<file path="src/rtl/cpu_pkg.sv">
// Shared definitions for the CPU front end.
// Holds the main-decoder opcode constants, the fetch state encoding,
// the default reset PC and small helpers for redirect target arithmetic.
// No ports; imported by fetch_unit and next_pc_calc.
package cpu_pkg;

  // Opcode field values seen by the main control decoder (ifid_instr[31:26])
  localparam logic [5:0] OP_RTYPE = 6'b000000;
  localparam logic [5:0] OP_LW    = 6'b100011;
  localparam logic [5:0] OP_SW    = 6'b101011;
  localparam logic [5:0] OP_BEQ   = 6'b000100;
  localparam logic [5:0] OP_BEN   = 6'b000110;
  localparam logic [5:0] OP_BVF   = 6'b000101;
  localparam logic [5:0] OP_J     = 6'b000010;
  localparam logic [5:0] OP_ADDI  = 6'b001000;

  localparam logic [31:0] RESET_PC_DEFAULT = 32'h0000_0000;

  // FETCH_REQ       : request driven to instruction memory
  // FETCH_WAIT_DROP : request outstanding whose answer belongs to a squashed path
  // FETCH_HOLD      : word captured while IF/ID was stalled
  typedef enum logic [1:0] {
    FETCH_REQ       = 2'd0,
    FETCH_WAIT_DROP = 2'd1,
    FETCH_HOLD      = 2'd2
  } fetch_state_t;

  // Word-scaled immediate added to PC+4; wraps modulo 2^32
  function automatic logic [31:0] branch_target(input logic [31:0] pc4,
                                                input logic [31:0] imm);
    return pc4 + {imm[29:0], 2'b00};
  endfunction

  // Region-relative jump: keep the top nibble of PC+4
  function automatic logic [31:0] jump_target(input logic [31:0] pc4,
                                              input logic [25:0] jidx);
    return {pc4[31:28], jidx, 2'b00};
  endfunction

endpackage

</file>
<file path="src/rtl/next_pc_calc.sv">
// Redirect resolution for the instruction currently in EX.
// Ports:
//   branch/ben/bvf/jump : control bits of the EX instruction
//   zero/neg/ovf        : ALU flags of the EX instruction
//   pc4, imm, jidx      : PC+4, sign-extended immediate, jump index
//   take                : a redirect must be taken this cycle
//   target              : new PC when take is set
// Purely combinational.
module next_pc_calc
  import cpu_pkg::*;
(
  input  logic        branch,
  input  logic        ben,
  input  logic        bvf,
  input  logic        jump,
  input  logic        zero,
  input  logic        neg,
  input  logic        ovf,
  input  logic [31:0] pc4,
  input  logic [31:0] imm,
  input  logic [25:0] jidx,
  output logic        take,
  output logic [31:0] target
);

  // Each conditional branch pairs with exactly one ALU flag; jumps always go
  always_comb begin
    take = (branch & zero) | (ben & neg) | (bvf & ovf) | jump;
  end

  // A jump overrides any branch target that may be decoded alongside it
  always_comb begin
    target = branch_target(pc4, imm);
    if (jump) begin
      target = jump_target(pc4, jidx);
    end
  end

endmodule

</file>
<file path="src/rtl/fetch_unit.sv">
// Instruction fetch stage.
// Holds the PC, fetches one word at a time over a req/ack handshake with
// instruction memory, and fills the IF/ID register. Redirects from EX
// (beq/ben/bvf/j) flush IF/ID and restart fetching at the target; a fetch
// already in flight when the redirect hits is waited out and its data dropped.
// Ports:
//   clk, reset             : clock, synchronous active-high reset
//   imem_req/addr          : fetch request and word address (held until ack)
//   imem_ack/rdata         : fetch response
//   stall                  : downstream cannot accept, hold IF/ID
//   ex_*                   : control bits, flags and operands of the EX instruction
//   ifid_valid/instr/pc4   : IF/ID register
//   redirect               : registered one-cycle pulse after a taken redirect
// Optional feature: define FETCH_PERF_CNT_EN to add the perf_fetched and
// perf_flushed counters and their output ports.
module fetch_unit
  import cpu_pkg::*;
#(
  parameter logic [31:0] RESET_PC = RESET_PC_DEFAULT
) (
  input  logic        clk,
  input  logic        reset,
  output logic        imem_req,
  output logic [31:0] imem_addr,
  input  logic        imem_ack,
  input  logic [31:0] imem_rdata,
  input  logic        stall,
  input  logic        ex_branch,
  input  logic        ex_ben,
  input  logic        ex_bvf,
  input  logic        ex_jump,
  input  logic        ex_zero,
  input  logic        ex_neg,
  input  logic        ex_ovf,
  input  logic [31:0] ex_pc4,
  input  logic [31:0] ex_imm,
  input  logic [25:0] ex_jidx,
  output logic        ifid_valid,
  output logic [31:0] ifid_instr,
  output logic [31:0] ifid_pc4,
  output logic        redirect
`ifdef FETCH_PERF_CNT_EN
  ,
  output logic [31:0] perf_fetched,
  output logic [31:0] perf_flushed
`endif
);

  fetch_state_t state;
  logic [31:0]  pc;
  logic [31:0]  held_word;
  logic         req_q;
  logic         take;
  logic [31:0]  target;
  logic         load_ifid;
  logic [31:0]  load_word;

  next_pc_calc u_next_pc (
    .branch (ex_branch),
    .ben    (ex_ben),
    .bvf    (ex_bvf),
    .jump   (ex_jump),
    .zero   (ex_zero),
    .neg    (ex_neg),
    .ovf    (ex_ovf),
    .pc4    (ex_pc4),
    .imm    (ex_imm),
    .jidx   (ex_jidx),
    .take   (take),
    .target (target)
  );

  assign imem_req  = req_q;
  assign imem_addr = pc;

  // IF/ID advances either straight from memory or from the held word once
  // the stall clears; a redirect in the same cycle squashes either source.
  always_comb begin
    load_ifid = 1'b0;
    load_word = imem_rdata;
    if (!take && !stall) begin
      if (state == FETCH_REQ && imem_ack) begin
        load_ifid = 1'b1;
      end else if (state == FETCH_HOLD) begin
        load_ifid = 1'b1;
        load_word = held_word;
      end
    end
  end

  // Fetch FSM with registered request and IF/ID outputs.
  always_ff @(posedge clk) begin
    if (reset) begin
      state      <= FETCH_REQ;
      req_q      <= 1'b1;
      pc         <= RESET_PC;
      held_word  <= '0;
      ifid_valid <= 1'b0;
      ifid_instr <= '0;
      ifid_pc4   <= '0;
      redirect   <= 1'b0;
    end else begin
      redirect <= take;
      if (take) begin
        pc         <= target;
        ifid_valid <= 1'b0;
        // The memory still owes an answer for an unacked request; that
        // answer belongs to the squashed path and must be swallowed.
        if ((state == FETCH_REQ || state == FETCH_WAIT_DROP) && !imem_ack) begin
          state <= FETCH_WAIT_DROP;
          req_q <= 1'b0;
        end else begin
          state <= FETCH_REQ;
          req_q <= 1'b1;
        end
      end else if (load_ifid) begin
        ifid_valid <= 1'b1;
        ifid_instr <= load_word;
        ifid_pc4   <= pc + 32'd4;
        pc         <= pc + 32'd4;
        state      <= FETCH_REQ;
        req_q      <= 1'b1;
      end else begin
        case (state)
          FETCH_REQ: begin
            if (imem_ack) begin
              held_word <= imem_rdata;
              state     <= FETCH_HOLD;
              req_q     <= 1'b0;
            end else if (!stall) begin
              ifid_valid <= 1'b0;
            end
          end
          FETCH_WAIT_DROP: begin
            if (imem_ack) begin
              state <= FETCH_REQ;
              req_q <= 1'b1;
            end
            if (!stall) begin
              ifid_valid <= 1'b0;
            end
          end
          default: begin
            state <= FETCH_HOLD;
          end
        endcase
      end
    end
  end

`ifdef FETCH_PERF_CNT_EN
  // Event counters: IF/ID loads, and redirects that killed a live IF/ID entry
  always_ff @(posedge clk) begin
    if (reset) begin
      perf_fetched <= '0;
      perf_flushed <= '0;
    end else begin
      if (load_ifid) begin
        perf_fetched <= perf_fetched + 32'd1;
      end
      if (take && ifid_valid) begin
        perf_flushed <= perf_flushed + 32'd1;
      end
    end
  end
`endif

endmodule

</file>
<file path="config.mk">
export PLATFORM = sky130hd
export DESIGN_NAME = fetch_unit
export DESIGN_NICKNAME = d
export VERILOG_FILES = /design/src/rtl/cpu_pkg.sv /design/src/rtl/next_pc_calc.sv /design/src/rtl/fetch_unit.sv
export SDC_FILE = /design/constraint.sdc
export NUM_CORES = 1
export LEC_CHECK = 0
export ABC_AREA = 1
export BUFFER_PORTS_ARGS = -buffer_cell sky130_fd_sc_hd__buf_2
export CAP_MARGIN = 20
export CORE_MARGIN = 3
export CORE_UTILIZATION = 57
export CTS_CLUSTER_DIAMETER = 30
export DETAILED_ROUTE_END_ITERATION = 7
export PLACE_DENSITY = 0.89
export SYNTH_ARGS = -nofsm -noshare
export SYNTH_HDL_FRONTEND = slang
export SYNTH_SLANG_ARGS = --single-unit
</file>
<file path="constraint.sdc">
create_clock -name clk -period 6.3 [get_ports clk]
set_input_delay 1.26 -clock clk [delete_from_list [all_inputs] [get_ports clk]]
set_output_delay 1.26 -clock clk [all_outputs]
set_load 0.02 [all_outputs]
</file>
==> results.py, run 1 <==
metrics = {
    "worst_hold_path": {
        "min_path_type": "register to register",
        "whs_path_depth": 2,
        "hold_start": "ifid_valid$_SDFFE_PP0P_",
    },
    "setup_path": {
        "critPathSlowestCell": "nor2_4",
        "r2r_slack_ns": 3.74,
        "crit_path_max_incr_delay_ns": 0.49,
        "endpoint_kind": "register",
        "reg2reg_to": "ifid_instr[3]$_SDFFE_PP0P_",
        "reg2reg_depth": 6,
        "arrival_ns": 3.89,
        "critical_path.max_fanout": 51,
        "r2r-start": "state[1]$_SDFFE_PP0P_",
        "worstPathRequired_ns": 6.64,
        "crit_top_cell": "nand2_1",
        "crit_type": "input port to register",
        "critical_path.startpoint_type": "input port",
        "cp-endpoint": "imem_addr[20]$_SDFFE_PP0P_",
        "crit_start": "ex_jump",
        "path_cells": "buf_2, nor2_4, nand2_1, nor3_4, buf_4, inv_2, a21oi_1, o21ai_1, nand2_1, nand2_1, a21oi_1",
    },
    "power_and_ir_drop": {
        "power_frac_seq_pct": 38.4,
        "p_switching_uw": 777,
        "power_leakage_uw": 0.00494,
        "switching_share_pct": 32.3,
        "clockPowerShare_pct": 40.4,
        "peakVddDrop_uv": 262,
        "p_total_uw": 2400,
        "intPower_uw": 1630,
        "p_comb_share_pct": 21.2,
        "power.density_mw_per_mm2": 243,
    },
    "routing": {
        "viasPerCell": 5.63,
        "dr.pass1.iters": 6,
        "drt-total-wl_um": 25800,
        "drc_errors": 0,
        "avgRoutedWirePerCell_um": 15.5,
        "postRouteAntennaNets": 0,
        "drt_first_iter_violations": 987,
        "vias": 9392,
    },
    "finish": {
        "postLayoutCoreUtil_pct": 72.9,
        "nets": 1643,
        "area_delta_synth_final_pct": 22.6,
        "mostFrequentLayoutCell": "nand2_1",
        "final_cell_mix": "nand2_1 (410), buf_2 (229), a21oi_1 (162), dfxtp_1 (133), inv_1 (128)",
        "final_area_mm2": 0.00989,
        "fillers": 1179,
        "drive_above_1_share_pct": 18.7,
    },
    "placement": {
        "pre_cts_ws_ns": 2.37,
        "port-buffer-count": 229,
        "hpwlAfterDp_um": 18900,
        "finalWeightedCongestion": 0.935,
        "dpl-instance-area_mm2": 0.00928,
    },
    "logic_synthesis": {
        "syn_avg_cell_area_um2": 6.31,
        "yosys.cell_types.count": 35,
        "ys.flop_type": "dfxtp_1",
        "yosys_warnings": 0,
        "synth.ff_latch_count": 133,
        "syn-instance-count": 1278,
        "synth_nets": 1442,
        "synth_edf_count": 0,
        "syn_area_mm2": 0.00807,
        "yosysSeqAreaShare_pct": 33.0,
        "ys_async_sr_fraction_pct": 0,
    },
    "floorplanning": {
        "rows": 42,
        "die_height_um": 125,
        "start_util_pct": 59.5,
        "core_mm2": 0.0136,
        "io-pin-count": 232,
        "die_w_um": 125,
        "die_area_mm2": 0.0156,
    },
    "global_route": {
        "grt_pass1_vias": 8384,
        "grt_pass1_wl_um": 41100,
        "track_usage_pct": 31.6,
        "grt-ovfl-total": 0,
        "grt_max_degree": 93,
        "antenna_found_initial": 1,
    },
    "cts": {
        "clk_path_buf_depth": 2,
        "ctsHoldBuffers": 0,
        "clk_latency_ns": 0.42,
        "clock-root-buffer": "clkbuf_16",
        "cts_buffers": 17,
        "clock-sinks": 133,
        "cts_resized": 0,
        "cts_tree": "done",
        "clkTransAtPathRegs_ns": 0.06,
        "post_cts_buffers": 0,
        "h-tree-depth": 4,
    },
    "sta": {
        "maxSlewViolCount": 0,
        "rsz0062_at_grt": "false",
        "finClkSkew_ns": 0.00924,
        "tns_ns": 0,
        "tightest_slew_ns": 1.03,
        "setup_viol": 0,
        "max_freq_mhz": 282,
        "relSlewSlack_pct": 31.3,
        "fin_crit_ns": 3.54,
        "fin_crit_sh_pct": 56.2,
        "finalHoldViolCount": 0,
        "setup_slack_ns": 2.76,
    },
    "flow_run": {
        "timing.max_cap.violations": 0,
    },
    "outcome": {
        "outcome": "finished clean",
    },
}
[final cells by class]
| class | count | area, um^2 | area share (%) |
|---|---|---|---|
| repair buffers | 237 | 1230 | 12.4 |
| multi-input cells | 961 | 4710 | 47.6 |
| flip-flops and latches | 133 | 2660 | 26.9 |
| clock inverters | 14 | 141 | 1.43 |
| clock buffers | 18 | 439 | 4.44 |
| diodes | 1 | 2.50 | 0.0253 |
| inverters | 129 | 484 | 4.90 |
| well taps | 176 | 220 | 2.23 |
[critical path: cells and delay by family]
kind	cells	cell delay [ns]
AND/OR/NAND/NOR	5	0.96
AO/OA/AOI/OAI	3	0.45
buffers and inverters	3	1.16
[cells in the mapped netlist (3+ instances only)]
cell type / count / share of area (%)
o21bai_1: 6 / 0.56
buf_1: 4 / 0.19
inv_1: 128 / 6.0
xnor2_1: 17 / 1.8
nand4_1: 11 / 0.85
nand2_1: 410 / 19
clkbuf_1: 34 / 1.6
dfxtp_1: 133 / 33
o21ai_0: 52 / 3.2
ha_1: 30 / 4.7
nor2_1: 82 / 3.8
o21ai_1: 10 / 0.62
nand3_1: 89 / 5.5
nor3_1: 16 / 0.99
or2_2: 3 / 0.23
nand3b_1: 6 / 0.56
xor2_1: 12 / 1.3
a21oi_1: 162 / 10
o22ai_1: 33 / 2.6
buf_2: 17 / 1.1
o211ai_1: 4 / 0.37
[sequential cells by signal, summed over array words and instances, names as in the netlist]
register	cells
redirect	1
held_word	32
ifid_valid	1
state	2
ifid_pc4	32
imem_req	1
imem_addr	32
ifid_instr	32
[layer usage]
layer / global-route usage [%] / part of all wire (%) / vias up
li1: - / - / 4592
met3: 6.31 / 9.5 / 63
met4: 11.9 / 3.1 / 0
met2: 49.8 / 45 / 504
met5: 0 / 0 / -
met1: 42.9 / 43 / 4233
[how the worst min path moves through the flow]
stage	end	slack, ns
after global placement	ifid_pc4[9]$_SDFFE_PP0P_	0.45
after CTS	held_word[26]$_SDFFE_PP0P_	0.46
after global routing	held_word[26]$_SDFFE_PP0P_	0.48
final	ifid_valid$_SDFFE_PP0P_	0.46
after floorplan	held_word[10]$_SDFFE_PP0P_	0.44
after detailed placement	held_word[26]$_SDFFE_PP0P_	0.45
[stage by stage]
stage / cells / hold slack [ns]
finish: 1669 / 0.462
global route: 1669 / 0.480
CTS: 1667 / 0.462
detailed placement: 1635 / 0.452
global placement: 1635 / 0.446
floorplan: 1278 / 0.440
[power groups by stage]
stage / Clock, uW / Combinational (uW) / Sequential [uW]
after floorplan: 0 / 292 / 969
final: 970 / 510 / 923
after CTS: 973 / 498 / 921
after global routing: 1020 / 562 / 928
after detailed placement: 0 / 493 / 939
after global placement: 0 / 486 / 937
[cells by family (layout without fill, tap and decap cells)]
group	Yosys count	after routing	share of synthesized area, %
DFF	133	133	33.0
buffers and inverters	184	398	8.83
adders and majority gates	31	31	4.90
AOI/OAI and AO/OA	274	274	18.0
xor gates and xnor gates	29	29	3.15
other	0	1	0
and+or+nand+nor	625	625	31.8
muxes	2	2	0.248
(Power assumes the default switching activity.)
==> inputs of run 2 (changes only) <==
--- a/config.mk
+++ b/config.mk
@@ -9,10 +9,10 @@
 export BUFFER_PORTS_ARGS = -buffer_cell sky130_fd_sc_hd__buf_2
 export CAP_MARGIN = 20
 export CORE_MARGIN = 3
-export CORE_UTILIZATION = 57
+export CORE_UTILIZATION = 48
 export CTS_CLUSTER_DIAMETER = 30
 export DETAILED_ROUTE_END_ITERATION = 7
-export PLACE_DENSITY = 0.89
+export PLACE_DENSITY = 0.8
 export SYNTH_ARGS = -nofsm -noshare
 export SYNTH_HDL_FRONTEND = slang
 export SYNTH_SLANG_ARGS = --single-unit
==> constraint.sdc (replaced) <==
create_clock -name clk -period 3.1 [get_ports clk]
set_input_delay 0.62 -clock clk [delete_from_list [all_inputs] [get_ports clk]]
set_output_delay 0.62 -clock clk [all_outputs]
set_load 0.02 [all_outputs]
==> run 2 against run 1 <==
  * Utilization fell by 12 points
  * Clock skew barely moved
  * Critical endpoint is now imem_addr[14]$_SDFFE_PP0P_
  * Combinational power up 100%
  * Global-route usage fell by 4.2 points
  * Power is 99% higher
==> results.py, run 2 (synthesis gave the netlist of run 1 again) <==
metrics = {
    "finish": {
        "multiInputGateArea_mm2": 0.00471,
        "drive_above_1_share_pct": 18.8,
        "area_delta_synth_final_pct": 23.0,
        "final_cell_mix": "nand2_1 (410), buf_2 (229), a21oi_1 (162), dfxtp_1 (133), inv_1 (128)",
        "nets": 1648,
        "fillers": 1541,
        "seqCellArea_mm2": 0.00266,
        "mostFrequentLayoutCell": "nand2_1",
    },
    "sta": {
        "fin_crit_ns": 2.32,
        "tns_ns": 0,
        "finalHoldViolCount": 0,
        "max_freq_mhz": 431,
        "tightest_slew_ns": 1.03,
        "finClkSkew_ns": 0.00874,
        "fin_crit_sh_pct": 74.9,
        "rsz0062_at_grt": "false",
        "relSlewSlack_pct": 31.3,
        "maxSlewViolCount": 0,
        "setup_viol": 0,
    },
    "flow_run": {
        "timing.max_cap.violations": 0,
    },
    "setup_path": {
        "worstPathRequired_ns": 3.44,
        "path_cells": "buf_2, ha_1, fa_1, nand3_1, nand3_1, nand3_1, nand3_1, xnor2_1, o21ai_0, nand2_1, a21oi_1",
        "critPathBufInv": 1,
        "crit_path_max_incr_delay_ns": 0.46,
        "r2r-start": "imem_addr[3]$_SDFFE_PP0P_",
        "endpoint_kind": "register",
        "arrival_ns": 2.66,
        "crit_top_cell": "nand3_1",
        "critPathSlowestCell": "fa_1",
        "critical_path.startpoint_type": "input port",
        "reg2reg_to": "imem_addr[18]$_SDFFE_PP0P_",
        "critical_path.max_fanout": 5,
        "r2r_slack_ns": 0.91,
        "crit_family": "adder cells",
        "crit_type": "input port to register",
        "reg2reg_depth": 10,
    },
    "global_route": {
        "grt_max_degree": 91,
        "use_met3_pct": 6.05,
        "met2_usage_pct": 41.5,
        "busiest_layer": "met2",
        "met1_usage_pct": 38.4,
        "grt-ovfl-total": 0,
        "grt_pass1_wl_um": 40700,
        "antenna_found_initial": 1,
        "grt_pass1_vias": 8336,
        "track_usage_pct": 27.4,
    },
    "cts": {
        "ctsHoldBuffers": 0,
        "h-tree-depth": 4,
        "cts_resized": 0,
        "cts_buffers": 17,
        "cts_tree": "done",
        "clock-sinks": 133,
        "clock-root-buffer": "clkbuf_16",
        "clk_latency_ns": 0.42,
        "clk_path_buf_depth": 2,
        "clkTransAtPathRegs_ns": 0.06,
        "post_cts_buffers": 0,
    },
    "routing": {
        "drc_errors": 0,
        "drt_first_iter_violations": 663,
        "postRouteAntennaNets": 0,
        "vias": 9102,
        "viasPerCell": 5.31,
        "drt-total-wl_um": 25500,
        "dr.pass1.iters": 5,
        "avgRoutedWirePerCell_um": 14.9,
    },
    "worst_hold_path": {
        "whs_path_depth": 3,
        "min_path_type": "input port to register",
        "min_to": "imem_addr[1]$_SDFFE_PP0P_",
        "hold_start": "ex_pc4[1]",
    },
    "power_and_ir_drop": {
        "peakVddDrop_uv": 387,
        "power_leakage_uw": 0.00494,
        "p_total_uw": 4780,
        "power.density_mw_per_mm2": 481,
    },
    "floorplanning": {
        "start_util_pct": 49.9,
        "die_height_um": 136,
        "core_mm2": 0.0162,
        "die_w_um": 136,
        "die_area_mm2": 0.0184,
        "rows": 46,
        "io-pin-count": 232,
    },
    "placement": {
        "finalWeightedCongestion": 0.932,
        "port-buffer-count": 229,
        "hpwlAfterDp_um": 19200,
    },
    "outcome": {
        "outcome": "finished clean",
    },
}
## run 2: cell types whose count changed in the layout (fill, tap and decap cells not counted), sizes merged
cell / before / now
buf: 237 / 242
inv: 136 / 130
clkinvlp: 3 / 4
clkinv: 3 / 5
clkbuf: 18 / 20
## run 2: how the worst max path moves through the flow
| stage | slack, ns | startpoint | cells past startpoint | end |
|---|---|---|---|---|
| 6_report | 0.78 | ex_pc4[2] | 11 | imem_addr[14]$_SDFFE_PP0P_ |
| 3_3_place_gp | 0.40 | ex_pc4[2] | 11 | imem_addr[14]$_SDFFE_PP0P_ |
| 3_5_place_dp | 0.37 | ex_pc4[2] | 11 | imem_addr[14]$_SDFFE_PP0P_ |
| 4_1_cts | 0.80 | ex_pc4[2] | 11 | imem_addr[14]$_SDFFE_PP0P_ |
| 5_1_grt | 0.56 | ex_pc4[2] | 11 | imem_addr[14]$_SDFFE_PP0P_ |
| 2_1_floorplan | 0.82 | ex_pc4[2] | 11 | imem_addr[18]$_SDFFE_PP0P_ |
## run 2: worst min-delay path: cells and delay by family
kind	cells	cell delay (ns)
simple gates	2	0.11
buf+inv	1	0.08
## run 2: area by class of cell
class,instances,share of cell area [%]
Inverter,129,4.88
Sequential cell,133,26.8
Clock inverter,11,1.06
Antenna cell,1,0.0252
Timing Repair Buffer,242,12.5
Tap cell,216,2.72
Clock buffer,20,4.50
Multi-Input combinational cell,961,47.5
## run 2: power breakdown
| part | total, uW | leakage, uW | switching, uW | internal [uW] |
|---|---|---|---|---|
| logic | 1030 | 0.00359 | 656 | 370 |
| clock network | 1880 | 0.000258 | 755 | 1120 |
| registers | 1870 | 0.00108 | 84.6 | 1790 |
## run 2: layer usage
layer  routed length, um  part of all wire [%]  up-vias
met3                2260                   8.9       40
met4                 646                   2.5        0
met5                   0                     0        -
met1               11400                    45     4102
met2               11200                    44      365
li1                    -                     -     4595
## run 2: stage by stage
| step | setup WS [ns] | hold WS [ns] | utilization [%] | instance area (um^2) | instances |
|---|---|---|---|---|---|
| final | 0.777 | 0.416 | 61.4 | 9920 | 1713 |
| after global routing | 0.562 | 0.447 | 61.4 | 9920 | 1713 |
| after CTS | 0.797 | 0.403 | 61.3 | 9920 | 1712 |
| after detailed placement | 0.368 | 0.452 | 57.9 | 9370 | 1681 |
| after global placement | 0.403 | 0.447 | 57.9 | 9370 | 1681 |
| after floorplan | 0.822 | 0.440 | - | 8070 | 1278 |
